$ cat src/rtl/aes_pkg.sv
// Shared AES definitions: widths, round count, key-schedule states and GF(2^8) helpers.
package aes_pkg;

  localparam int unsigned AES_NR    = 10;
  localparam int unsigned AES_KEY_W = 128;

  localparam logic [7:0] AES_RCON_INIT = 8'h01;
  localparam logic [7:0] AES_POLY_RED  = 8'h1b;

  typedef enum logic {
    IDLE,
    RUN
  } ks_state_t;

  // Multiply by x in GF(2^8) modulo x^8+x^4+x^3+x+1; also advances Rcon.
  function automatic logic [7:0] xtime(input logic [7:0] b);
    return {b[6:0], 1'b0} ^ (b[7] ? AES_POLY_RED : 8'h00);
  endfunction

  function automatic logic [31:0] rot_word(input logic [31:0] w);
    return {w[23:0], w[31:24]};
  endfunction

  function automatic logic [7:0] gf_mul(input logic [7:0] a, input logic [7:0] b);
    logic [7:0] p;
    logic [7:0] aa;
    p  = '0;
    aa = a;
    for (int unsigned i = 0; i < 8; i++) begin
      if (b[i]) p = p ^ aa;
      aa = xtime(aa);
    end
    return p;
  endfunction

endpackage

$ cat src/rtl/aes_sub_word.sv
// SubWord: applies the S-box independently to each byte of a 32-bit word.
module aes_sub_word (
  input  logic [31:0] w,
  output logic [31:0] y
);

  sbox u_sbox3 (.a(w[31:24]), .y(y[31:24]));
  sbox u_sbox2 (.a(w[23:16]), .y(y[23:16]));
  sbox u_sbox1 (.a(w[15:8]),  .y(y[15:8]));
  sbox u_sbox0 (.a(w[7:0]),   .y(y[7:0]));

endmodule

$ cat src/rtl/sbox.sv
// AES forward S-box: multiplicative inverse in GF(2^8) followed by the affine map.
module sbox
  import aes_pkg::*;
(
  input  logic [7:0] a,
  output logic [7:0] y
);

  logic [7:0] x2, x3, x6, x12, x14, x15, x30, x60, x120, x240, inv;

  // Inverse as a^254 via a fixed addition chain; a=0 maps to 0 naturally.
  always_comb begin
    x2   = gf_mul(a, a);
    x3   = gf_mul(x2, a);
    x6   = gf_mul(x3, x3);
    x12  = gf_mul(x6, x6);
    x14  = gf_mul(x12, x2);
    x15  = gf_mul(x12, x3);
    x30  = gf_mul(x15, x15);
    x60  = gf_mul(x30, x30);
    x120 = gf_mul(x60, x60);
    x240 = gf_mul(x120, x120);
    inv  = gf_mul(x240, x14);
  end

  always_comb begin
    y = inv
      ^ {inv[6:0], inv[7]}
      ^ {inv[5:0], inv[7:6]}
      ^ {inv[4:0], inv[7:5]}
      ^ {inv[3:0], inv[7:4]}
      ^ 8'h63;
  end

endmodule

$ cat src/rtl/aes_key_expand.sv
// Iterative AES-128 key schedule: streams round keys 0..10 over a valid/ready handshake.
module aes_key_expand
  import aes_pkg::*;
(
  input  logic                 clk,
  input  logic                 rst,
  input  logic                 start,
  input  logic [AES_KEY_W-1:0] key_in,
  output logic                 rk_valid,
  input  logic                 rk_ready,
  output logic [AES_KEY_W-1:0] rk_data,
  output logic [3:0]           rk_round,
  output logic                 busy,
  output logic                 done
);

  ks_state_t state;
  logic [7:0]  rcon;
  logic [31:0] w0, w1, w2, w3;
  logic [31:0] sub_out, temp;
  logic [31:0] n0, n1, n2, n3;

  assign {w0, w1, w2, w3} = rk_data;

  aes_sub_word u_sub_word (
    .w (rot_word(w3)),
    .y (sub_out)
  );

  always_comb begin
    temp = sub_out ^ {rcon, 24'h0};
    n0   = w0 ^ temp;
    n1   = w1 ^ n0;
    n2   = w2 ^ n1;
    n3   = w3 ^ n2;
  end

  always_ff @(posedge clk) begin
    if (rst) begin
      state    <= IDLE;
      rk_valid <= 1'b0;
      rk_data  <= '0;
      rk_round <= '0;
      busy     <= 1'b0;
      done     <= 1'b0;
      rcon     <= AES_RCON_INIT;
    end else begin
      done <= 1'b0;
      case (state)
        IDLE: begin
          if (start) begin
            rk_data  <= key_in;
            rk_round <= '0;
            rcon     <= AES_RCON_INIT;
            rk_valid <= 1'b1;
            busy     <= 1'b1;
            state    <= RUN;
          end
        end
        RUN: begin
          // rk_valid is always high here, so rk_ready alone marks a handshake.
          if (rk_ready) begin
            if (rk_round == 4'(AES_NR)) begin
              rk_valid <= 1'b0;
              busy     <= 1'b0;
              done     <= 1'b1;
              state    <= IDLE;
            end else begin
              rk_data  <= {n0, n1, n2, n3};
              rk_round <= rk_round + 4'd1;
              rcon     <= xtime(rcon);
            end
          end
        end
        default: state <= IDLE;
      endcase
    end
  end

endmodule

$ cat config.mk
export PLATFORM = sky130hd
export DESIGN_NAME = aes_key_expand
export DESIGN_NICKNAME = d
export VERILOG_FILES = /design/src/rtl/aes_pkg.sv /design/src/rtl/aes_sub_word.sv /design/src/rtl/sbox.sv /design/src/rtl/aes_key_expand.sv
export SDC_FILE = /design/constraint.sdc
export NUM_CORES = 2
export LEC_CHECK = 0
export BUFFER_PORTS_ARGS = -buffer_cell sky130_fd_sc_hd__buf_2
export CORE_UTILIZATION = 50
export CTS_CLUSTER_DIAMETER = 30
export CTS_CLUSTER_SIZE = 8
export DETAILED_ROUTE_END_ITERATION = 6
export PLACE_DENSITY = 0.67
export SYNTH_ARGS = -nofsm -noshare
export SYNTH_HDL_FRONTEND = slang
export SYNTH_SLANG_ARGS = --single-unit
$ cat constraint.sdc
create_clock -name clk -period 45.6 [get_ports clk]
set_input_delay 2.28 -clock clk [delete_from_list [all_inputs] [get_ports clk]]
set_output_delay 2.28 -clock clk [all_outputs]
set_load 0.02 [all_outputs]
==> flow_summary.ini <==
[detailed_routing]
dr_wl_met3_mm = 18.0
ant_nets = 0
first_pass_iters = 6
route.vias.total = 51956
remaining_drc_errors = 0
routed_wl_mm = 181
routed-wl-met2_mm = 77.7
via_per_inst = 6.09
met1Wirelength_mm = 79.6
avgRoutedWirePerCell_um = 21.2
dr.first_iter.drc_count = 5562
top_layer_used = met5

[flow_run]
max_cap_viol_count = 0

[timing]
report.final.slew_viol_count = 0
finalHoldViolCount = 0
rsz0062_at_grt = no
tns_ps = 0
fin_skew_ps = 39.0
post-route-period-util_pct = 50.2
worst-slew-pin-transition_ps = 1230
finalSetupViolations = 0
whs_ps = 485
fmaxAchievable_mhz = 43.7
maxSlewHeadroom_pct = 17.2
final.min_clock_period_ps = 22870

[die]
die_w_um = 332
rows = 120
die_h_um = 332
die-area_um2 = 110000
core_um2 = 108000
initial_core_util_pct = 50.7
top_level_ports = 267

[synthesis]
synthesis.area_um2 = 54500
synth_most_common_cell = xnor2_1
synthTopCellsByArea = xnor2_1, xnor3_1, xor2_1
ys_types = 131
synth_async_sr_flop_share_pct = 0
synth_area_per_cell_um2 = 7.64
synth-seq-cells = 143
ys_seq_area_share_pct = 5.25
yosys.area.top_type = xnor2_1
yosysWarnings = 0
syn_nets = 7299
ys.flop_type = dfxtp_1
synth.top_cell.area_share_pct = 20.0
synthTopCellsByCount = xnor2_1, nand2_1, nor2_1
synth-edff-count = 0
synthCells = 7137

[global_route]
groute.usage.overall_pct = 31.4
grt_pass1_vias = 46915
grt_first_pass_wirelength_mm = 279
grt_max_degree = 86
grt_antenna_before_repair = 20
globalRoute.totalOverflow = 0

[critical_path]
critPathMaxStageDelay_ps = 950
critical_path.endpoint_type = flip-flop
cp-startpoint = rk_data[8]
ff2ff_path_depth = 62
arrival_ps = 23270
endpoint = rk_data[23]
r2r_slack_ps = 22730
worstSetupPathType = reg -> reg
r2r-end = rk_data[23]
start_kind = flip-flop
slowest_stage = dfxtp_1
required_ps = 46000
rr_startpoint = rk_data[8]
crit_top_cell = xnor2_1
path_max_fanout = 27

[clock_tree]
post_cts_resized = 0
cts_root_buffer = clkbuf_16
clkTransAtPathRegs_ps = 100
cts_setup_buffers = 0
cts_max_path_buffers = 2
cts_max_level = 4
ctsHoldBuffers = 0
clkLatencyLatePin_ps = 530
cts_made_buffers = 17
cts_tree = yes
clock_sinks = 143

[cells_and_area]
finalCoreUtilization_pct = 53.3
area_growth_pct = 5.26
final_cell_area_um2 = 57400
nets = 7269
layout-drive-gt1-share_pct = 12.3

[placement]
gp_congestion = 0.961
port_buffers = 266
post-dp-hpwl_mm = 134
placed_cell_area_um2 = 56800

[outcome]
status = finished, final reports clean

[hold_path]
holdCritPathClass = reg -> reg
## metrics by stage
| step | cells | worst slack, ps |
|---|---|---|
| after global routing | 8527 | 21130 |
| after global placement | 8491 | 23380 |
| after floorplan | 7137 | 28050 |
| after detailed placement | 8491 | 23100 |
| after CTS | 8523 | 23010 |
| final | 8527 | 22730 |
## worst max-delay path, delay by kind of cell, from the launching register on
kind	cells	cell delay, ps
AO/OA/AOI/OAI	9	1580
XOR/XNOR	31	12810
adder cells (fa/ha/maj)	6	2860
buffers and inverters	5	1920
flip-flops	1	950
multiplexers	2	520
AND/OR/NAND/NOR	9	2050
## logic make-up (layout without fill, tap and decap cells)
| family | Yosys count | in the layout | synth area share, % |
|---|---|---|---|
| xor+xnor | 2136 | 2136 | 45.4 |
| compound gates | 1477 | 1477 | 18.6 |
| other cells | 0 | 4 | 0 |
| mux | 224 | 224 | 4.24 |
| flops | 143 | 143 | 5.25 |
| buf+inv | 636 | 619 | 5.12 |
| simple gates | 2491 | 2491 | 20.7 |
| fa+ha+maj | 30 | 30 | 0.688 |
## cells in the final DEF (no fill, tap or decap), drive strengths merged, types with 37 or more instances in the layout
cell type,n
xnor2,1386
nand2,822
nor2,820
buf,443
xor2,440
a21oi,389
o21ai,301
xnor3,266
nand3,196
mux2i,182
nor3,176
dfxtp,143
inv,133
nor2b,88
a31oi,82
nand2b,73
o22ai,73
o211ai,69
a211oi,69
a22oi,56
and2,55
and3,53
or3,45
a221oi,45
xor3,44
mux2,41
nand3b,37
## layout make-up
| class | count | area (um^2) |
|---|---|---|
| well taps | 1403 | 1760 |
| multi-input cells | 6358 | 49000 |
| fillers | 10271 | 50300 |
| clock inverters | 15 | 163 |
| inverters | 144 | 547 |
| diodes | 4 | 10.0 |
| clock buffers | 17 | 425 |
| repair buffers | 443 | 2670 |
| flip-flops and latches | 143 | 2870 |
## flip-flops by register name, summed over array words and instances, names as in the netlist
name	flops
busy	1
rcon	8
rk_data	128
done	1
state	1
rk_round	4
## per-layer routing
metal / vias to the layer above / GRT usage (%)
met1: 24775 / 44.4
met3: 258 / 6.65
li1: 24623 / -
met5: - / 0
met4: 24 / 9.76
met2: 2276 / 47.4
## worst min-delay path by stage
stage	end	cells past startpoint	startpoint
after floorplan	rcon[6]	2	rcon[5]
after global placement	rk_data[97]	2	rk_data[97]
after detailed placement	rk_data[97]	2	rk_data[97]
after CTS	rk_data[97]	2	rk_data[97]
after global routing	rk_data[97]	2	rk_data[97]
final	rk_data[97]	2	rk_data[97]
Power is not shown: default switching activity piles up to over one toggle a cycle in this logic, so the estimate is an artifact.
